===== src/rtl/fib_lpm_table.sv =====
// Forwarding table with longest-prefix-match lookup and runtime insert/update/delete.
// One operation at a time: a lookup walks every entry (SCAN) and a write walks every
// entry (WSEARCH) before a single-cycle commit, so lookups never see partial writes.
module fib_lpm_table #(
  parameter int unsigned PREFIX_W = 64,
  parameter int unsigned LEN_W    = 7,
  parameter int unsigned DEPTH    = 16,
  parameter int unsigned IDX_W    = 4,
  parameter int unsigned PORT_W   = 3
) (
  input  logic                clk,
  input  logic                rst,
  input  logic                lookup_valid,
  output logic                lookup_ready,
  input  logic [PREFIX_W-1:0] lookup_prefix,
  input  logic [LEN_W-1:0]    lookup_len,
  output logic                result_valid,
  input  logic                result_ready,
  output logic                result_hit,
  output logic [PORT_W-1:0]   result_port,
  output logic [LEN_W-1:0]    result_len,
  output logic [PREFIX_W-1:0] result_prefix,
  input  logic                wr_valid,
  output logic                wr_ready,
  input  logic                wr_delete,
  input  logic [PREFIX_W-1:0] wr_prefix,
  input  logic [LEN_W-1:0]    wr_len,
  input  logic [PORT_W-1:0]   wr_port,
  output logic                wr_done,
  output logic                wr_err,
  output logic [IDX_W:0]      entry_count
);

  typedef enum logic [2:0] {StIdle, StScan, StResp, StWsearch, StWcommit} state_e;

  localparam logic [LEN_W-1:0] MaxLen  = LEN_W'(PREFIX_W);
  // Scan counter runs 0..DEPTH; the extra step is the hand-off cycle to RESP/WCOMMIT.
  localparam logic [IDX_W:0]   ScanEnd = (IDX_W+1)'(DEPTH);

  function automatic logic [LEN_W-1:0] clamp_len(input logic [LEN_W-1:0] len);
    return (len > MaxLen) ? MaxLen : len;
  endfunction

  // Ones in the top len bits.
  function automatic logic [PREFIX_W-1:0] len_mask(input logic [LEN_W-1:0] len);
    logic [PREFIX_W-1:0] ones;
    ones = '1;
    if (len == '0) return '0;
    return ones << (PREFIX_W - int'(len));
  endfunction

  state_e state_q, state_d;

  // Table storage; only the valid bits need reset.
  logic [DEPTH-1:0]    entry_valid_q;
  logic [LEN_W-1:0]    entry_len_q    [DEPTH];
  logic [PREFIX_W-1:0] entry_prefix_q [DEPTH];
  logic [PORT_W-1:0]   entry_port_q   [DEPTH];
  logic [IDX_W:0]      entry_count_q;

  // Registered request.
  logic                req_delete_q;
  logic [PREFIX_W-1:0] req_prefix_q;
  logic [LEN_W-1:0]    req_len_q;
  logic [PORT_W-1:0]   req_port_q;

  logic [IDX_W:0]      scan_q;
  logic                found_q, free_found_q;
  logic [IDX_W-1:0]    found_idx_q, free_idx_q;

  logic                res_hit_q;
  logic [PORT_W-1:0]   res_port_q;
  logic [LEN_W-1:0]    res_len_q;
  logic [PREFIX_W-1:0] res_prefix_q;
  logic                wr_done_q, wr_err_q;

  // Entry under examination and its match results.
  logic [IDX_W-1:0]    cur_idx;
  logic                cur_valid, scan_active, lpm_match, exact_match;
  logic [LEN_W-1:0]    cur_len;
  logic [PREFIX_W-1:0] cur_prefix;
  logic [LEN_W-1:0]    in_len;
  logic                do_update, do_alloc, do_delete, commit_err;

  always_comb begin
    cur_idx     = scan_q[IDX_W-1:0];
    scan_active = (scan_q != ScanEnd);
    cur_valid   = scan_active && entry_valid_q[cur_idx];
    cur_len     = entry_len_q[cur_idx];
    cur_prefix  = entry_prefix_q[cur_idx];
    lpm_match   = cur_valid && (cur_len <= req_len_q) &&
                  ((req_prefix_q & len_mask(cur_len)) == cur_prefix);
    exact_match = cur_valid && (cur_len == req_len_q) && (cur_prefix == req_prefix_q);
    in_len      = clamp_len(wr_valid ? wr_len : lookup_len);
  end

  // Commit decode from the search results.
  always_comb begin
    do_update  = !req_delete_q && found_q;
    do_alloc   = !req_delete_q && !found_q && free_found_q;
    do_delete  = req_delete_q && found_q;
    commit_err = !found_q && (req_delete_q || !free_found_q);
  end

  // Next-state logic; writes win over lookups in IDLE.
  always_comb begin
    state_d = state_q;
    unique case (state_q)
      StIdle: begin
        if (wr_valid)          state_d = StWsearch;
        else if (lookup_valid) state_d = StScan;
      end
      StScan:    if (!scan_active) state_d = StResp;
      StResp:    if (result_ready) state_d = StIdle;
      StWsearch: if (!scan_active) state_d = StWcommit;
      StWcommit: state_d = StIdle;
      default:   state_d = StIdle;
    endcase
  end

  // Control state, request capture, scan bookkeeping and valid bits.
  always_ff @(posedge clk or negedge rst) begin
    if (!rst) begin
      state_q       <= StIdle;
      entry_valid_q <= '0;
      entry_count_q <= '0;
      req_delete_q  <= 1'b0;
      req_prefix_q  <= '0;
      req_len_q     <= '0;
      req_port_q    <= '0;
      scan_q        <= '0;
      found_q       <= 1'b0;
      free_found_q  <= 1'b0;
      found_idx_q   <= '0;
      free_idx_q    <= '0;
      res_hit_q     <= 1'b0;
      res_port_q    <= '0;
      res_len_q     <= '0;
      res_prefix_q  <= '0;
      wr_done_q     <= 1'b0;
      wr_err_q      <= 1'b0;
    end else begin
      state_q   <= state_d;
      wr_done_q <= 1'b0;
      wr_err_q  <= 1'b0;
      unique case (state_q)
        StIdle: begin
          if (wr_valid || lookup_valid) begin
            req_len_q    <= in_len;
            req_prefix_q <= (wr_valid ? wr_prefix : lookup_prefix) & len_mask(in_len);
            req_delete_q <= wr_delete;
            req_port_q   <= wr_port;
            scan_q       <= '0;
            found_q      <= 1'b0;
            free_found_q <= 1'b0;
          end
          if (!wr_valid && lookup_valid) begin
            res_hit_q    <= 1'b0;
            res_port_q   <= '0;
            res_len_q    <= '0;
            res_prefix_q <= '0;
          end
        end
        StScan: begin
          if (scan_active) scan_q <= scan_q + (IDX_W+1)'(1);
          // Longer match replaces; the default route only wins when nothing else hit.
          if (lpm_match && (!res_hit_q || cur_len > res_len_q)) begin
            res_hit_q    <= 1'b1;
            res_port_q   <= entry_port_q[cur_idx];
            res_len_q    <= cur_len;
            res_prefix_q <= cur_prefix;
          end
        end
        StWsearch: begin
          if (scan_active) scan_q <= scan_q + (IDX_W+1)'(1);
          if (exact_match) begin
            found_q     <= 1'b1;
            found_idx_q <= cur_idx;
          end
          if (scan_active && !entry_valid_q[cur_idx] && !free_found_q) begin
            free_found_q <= 1'b1;
            free_idx_q   <= cur_idx;
          end
        end
        StWcommit: begin
          wr_done_q <= 1'b1;
          wr_err_q  <= commit_err;
          if (do_alloc) begin
            entry_valid_q[free_idx_q] <= 1'b1;
            entry_count_q             <= entry_count_q + (IDX_W+1)'(1);
          end
          if (do_delete) begin
            entry_valid_q[found_idx_q] <= 1'b0;
            entry_count_q              <= entry_count_q - (IDX_W+1)'(1);
          end
        end
        default: ;
      endcase
    end
  end

  // Entry payload; written only at commit.
  always_ff @(posedge clk) begin
    if (state_q == StWcommit) begin
      if (do_alloc) begin
        entry_len_q[free_idx_q]    <= req_len_q;
        entry_prefix_q[free_idx_q] <= req_prefix_q;
        entry_port_q[free_idx_q]   <= req_port_q;
      end
      if (do_update) entry_port_q[found_idx_q] <= req_port_q;
    end
  end

  // Outputs.
  always_comb begin
    lookup_ready  = (state_q == StIdle);
    wr_ready      = (state_q == StIdle);
    result_valid  = (state_q == StResp);
    result_hit    = res_hit_q;
    result_port   = res_port_q;
    result_len    = res_len_q;
    result_prefix = res_prefix_q;
    wr_done       = wr_done_q;
    wr_err        = wr_err_q;
    entry_count   = entry_count_q;
  end

endmodule


===== config.mk =====
export PLATFORM = sky130hd
export DESIGN_NAME = fib_lpm_table
export DESIGN_NICKNAME = d
export VERILOG_FILES = /design/src/rtl/fib_lpm_table.sv
export SDC_FILE = /design/constraint.sdc
export NUM_CORES = 2
export LEC_CHECK = 0
export BUFFER_PORTS_ARGS = -buffer_cell sky130_fd_sc_hd__buf_2
export CAP_MARGIN = 25
export CORE_UTILIZATION = 56
export DETAILED_ROUTE_END_ITERATION = 6
export MAX_ROUTING_LAYER = met4
export PLACE_DENSITY = 0.72
export SYNTH_ARGS = -nofsm -noshare
export SYNTH_HDL_FRONTEND = slang
export SYNTH_SLANG_ARGS = --single-unit

===== constraint.sdc =====
create_clock -name clk -period 7.1 [get_ports clk]
set_input_delay 0 -clock clk [delete_from_list [all_inputs] [get_ports clk]]
set_output_delay 0 -clock clk [all_outputs]
set_load 0.02 [all_outputs]

==> results_dict.tcl <==
set metrics [dict create \
    failed_checks "DRC" \
    postSynth.topFlopCell "edfxtp_1" \
    critical_path.cell_chain "mux4_2 -> mux2i_1 -> mux2i_1 -> inv_1 -> ha_1 -> inv_1 -> a211oi_2 -> xnor2_2 -> buf_4 -> nand2_1 -> o31ai_1 -> o2111ai_1 -> nor4_1 -> nand4_1 -> nor4_4 -> buf_12 -> buf_4 -> mux2i_1" \
    hold_ws_ns 0.08591 \
    worstReg2RegEnd "result_prefix[46]" \
    syn_inst 3198 \
    postCtsSetupRepairBufs 0 \
    nFillCells 6780 \
    async_reset_ff_frac 0.1389 \
    ys_ff_latch 1375 \
    ys_seq_area_frac 0.6994 \
    largest_net_degree_at_the_start_of_global_routing 118 \
    leading_post_synthesis_cells_by_cell_area "edfxtp_1 (62%), mux4_2 (13%), dfrtp_1 (8.3%)" \
    floorplan.die.width_um 322.9 \
    timing_hold_violations_final 0 \
    cts.htree.levels 4 \
    setup_tns_ns 0 \
    slowest_stage "dfrtp_4" \
    critPathBufInv 5 \
    clock-sinks 1375 \
    grt_remaining_overflow 0 \
    detail_route.iter0.violations 5152 \
    number_of_synthesis_warnings 0 \
    clock_insertion_delay_worst_skew_ns 0.77 \
    placedCellCount 4773 \
    cts.reportedPaths.clkPinSlew_ns 0.07 \
    yosysUniqueCellTypes 84 \
    rsz_0062_raised_after_global_routing "false" \
    min_path_type "in -> reg" \
    grt_pass1_vias 35330 \
    area_of_the_multi_input_gates_sq_mm 0.01643 \
    post-route-period-util 0.9272 \
    synth.largest_area_cell "edfxtp_1" \
    regToRegSetupSlack_ns 0.52 \
    effective_utilization_at_floorplan 0.5660 \
    post-route-drc-count 9 \
    critical_path.reg2reg.startpoint "scan_q[0]" \
    synth_enable_flop_cells 1184 \
    layoutNonFillerInstCount 5190 \
    cts.root.buffer_cell "clkbuf_16" \
    detailed_place_hpwl_um 112300 \
    crit_path_max_incr_delay_ns 0.80 \
    drt-wirelength-per-cell_um 35.18 \
    nets 3877 \
    fp.dieArea_sq_mm 0.1043 \
    category_of_the_most_critical_setup_path "reg -> reg" \
    critical_path_startpoint "scan_q[0]" \
    syn-mean-instance-area_sq_um 18.03 \
    final_wl_um 182600 \
    antenna_found_initial 5 \
    critPathLaunchType "register" \
    die_h_um 322.9 \
    achievable-frequency_mhz 151.9 \
    timing.critical_path.max_delay_family "multiplexers" \
    wl_met3_um 19270 \
    crit_path_end "result_prefix[46]" \
    drt-vias-per-instance 6.766 \
    finalCriticalPeriod_ns 6.583 \
    place_worst_setup_slack_ns 0.7608 \
    most-common-layout-cells "edfxtp_1 (1184), mux4_2 (327), buf_2 (234), dfrtp_1 (187), nand2_1 (173)" \
    met2_wire_length_um 86470 \
    timing_max_transition_violations_final 0 \
    result_of_the_run "complete, but fails checks" \
    synthesis.nets 3371 \
    final_antenna_net_count 0 \
    finalWeightedCongestion 1.002 \
    first_pass_grt_wire_length_um 258000 \
    crit_path_end_kind "register" \
    maxCapViolations 0 \
    vdd_drop_max_v 0.0003184 \
    routed.top_layer "met4" \
    io_pins 236 \
    drt_first_pass_iters 7 \
    slew_headroom 0.2255 \
    coreArea_sq_mm 0.1019 \
    tritoncts.num_buffers 140 \
    p_per_area_mw_per_mm2 431.9 \
    cp_data_required_time_ns 7.76 \
    critical_path_depth 18 \
    area_growth_pct 16.56 \
    detailroute.via_count 35120 \
    report.final.setup_viol 0 \
    critical_path_peak_fanout 30 \
    layout-drive-gt1-share 0.2739 \
    tritoncts "yes" \
    register_area_sq_mm 0.04035 \
    cts-root-to-sink-buffers 3 \
    finalWorstSetupSlack_ns 0.5166 \
    mostFrequentLayoutCell "edfxtp_1" \
    post_synth_instance_area_sq_mm 0.05767 \
    critPathArrivalTime_ns 7.24 \
    hold_depth 4 \
    num_rows 117 \
    worst_slew_pin_slew_ns 1.162 \
    overall_fraction_of_global_route_tracks_in_use 0.3678 \
    clock_skew_ns 0.02951 \
    p_leak_uw 0.02355 \
    reg2regPathDepth 18 \
    cp_common_cell "mux2i_1" \
    area_fraction_of_the_dominant_cell_type_after_synthesis 0.6166 \
    port-buffer-count 235 \
    met1Wirelength_um 70560 \
]
sequential cells by signal (all words and copies together) (netlist names):
signal	flops
entry_count	5
scan_q	5
req_len_q	7
result_prefix	64
entry_valid_q	16
req_delete_q	1
result_hit	1
entry_port_q	48
wr_done	1
result_len	7
result_port	3
free_idx_q	4
found_idx_q	4
wr_err	1
state_q	3
entry_prefix_q	1024
req_prefix_q	64
req_port_q	3
entry_len_q	112
free_found_q	1
found_q	1
per-stage QoR:
stage	utilization	instance area, sq um	total power, uW
3_5_place_dp	0.5992	61050	21430
4_1_cts	0.6592	67160	28770
5_1_grt	0.6596	67210	29760
6_report	0.6597	67210	29030
3_3_place_gp	0.5991	61040	21360
2_1_floorplan	-	57670	16820
cell type report:
class,instances,area share
diodes,3,0.0001117
clock inverters,68,0.01026
clock buffers,189,0.05762
inverters,47,0.002625
well taps,1368,0.02547
flip-flops and latches,1375,0.6003
multi-input cells,1600,0.2445
repair buffers,540,0.05912
Yosys cell counts, types with 9 or more instances:
| library cell | instances |
|---|---|
| inv_1 | 45 |
| buf_4 | 16 |
| nor2_1 | 131 |
| xor2_1 | 45 |
| o32ai_1 | 13 |
| xnor2_1 | 38 |
| mux4_2 | 327 |
| a221oi_1 | 12 |
| edfxtp_1 | 1184 |
| nor3b_1 | 11 |
| a22o_1 | 15 |
| a21oi_1 | 69 |
| nor4_1 | 19 |
| o31ai_1 | 21 |
| nand2_1 | 173 |
| a22oi_1 | 13 |
| nand4_1 | 38 |
| nor2b_1 | 14 |
| a311oi_1 | 11 |
| o311ai_0 | 9 |
| a211oi_1 | 13 |
| clkbuf_1 | 83 |
| a32o_1 | 21 |
| mux2_1 | 17 |
| o22ai_1 | 14 |
| o21ai_0 | 63 |
| nand3_1 | 23 |
| nor3_1 | 36 |
| buf_6 | 10 |
| or3_1 | 9 |
| ha_1 | 21 |
| o21a_1 | 9 |
| a21o_1 | 16 |
| nand2b_1 | 14 |
| buf_1 | 23 |
| dfrtp_1 | 191 |
| a31oi_1 | 25 |
| and2_1 | 46 |
| mux2i_1 | 131 |
| mux2_2 | 84 |
| buf_2 | 41 |
worst min-delay path by stage:
stage / to / slack (ns) / from
2_1_floorplan: entry_count[0] / -0.30 / rst
3_3_place_gp: req_delete_q / 0.09 / rst
3_5_place_dp: req_port_q[0] / 0.1 / rst
6_report: req_prefix_q[21] / 0.09 / lookup_prefix[21]
5_1_grt: req_prefix_q[25] / 0.1 / wr_prefix[25]
4_1_cts: req_prefix_q[25] / 0.00004 / wr_prefix[25]
where the power goes:
part | switching [uW] | internal (uW) | leakage (uW)
Combinational | 6730 | 3980 | 0.00792
Sequential | 1180 | 9840 | 0.0134
Clock | 3110 | 4190 | 0.00222
worst reg2reg max path, cell delays in order, from the launching register on:
cell and delay, ns:
dfrtp_4 0.80, mux4_2 0.59, mux2i_1 0.39, mux2i_1 0.32, inv_1 0.16, ha_1 0.29, inv_1 0.13, a211oi_2 0.44
xnor2_2 0.25, buf_4 0.43, nand2_1 0.12, o31ai_1 0.69, o2111ai_1 0.31, nor4_1 0.23, nand4_1 0.18, nor4_4 0.34
buf_12 0.34, buf_4 0.27, mux2i_1 0.23
repair_timing:
item                                   in CTS  in global routing
resized for setup                           0                  0
hold buffers                              153                  0
endpoints found under the hold margin     169                  0
routing by layer:
| metal | GRT usage | up-vias |
|---|---|---|
| li1 | - | 13980 |
| met1 | 0.5083 | 18350 |
| met2 | 0.5552 | 2425 |
| met3 | 0.06881 | 354 |
| met4 | 0.1270 | 0 |
| met5 | - | - |
cell families (layout without fill, tap and decap cells):
group / count (synthesis) / count (layout) / share of synthesized area
simple gates: 548 / 548 / 0.04650
mux: 563 / 563 / 0.1715
compound gates: 383 / 383 / 0.04665
fa+ha+maj: 22 / 22 / 0.004904
xor+xnor: 84 / 84 / 0.01289
buf+inv: 223 / 844 / 0.01816
other cells: 0 / 3 / 0
flops: 1375 / 1375 / 0.6994
No activity file was read; power rests on OpenSTA's default activity.
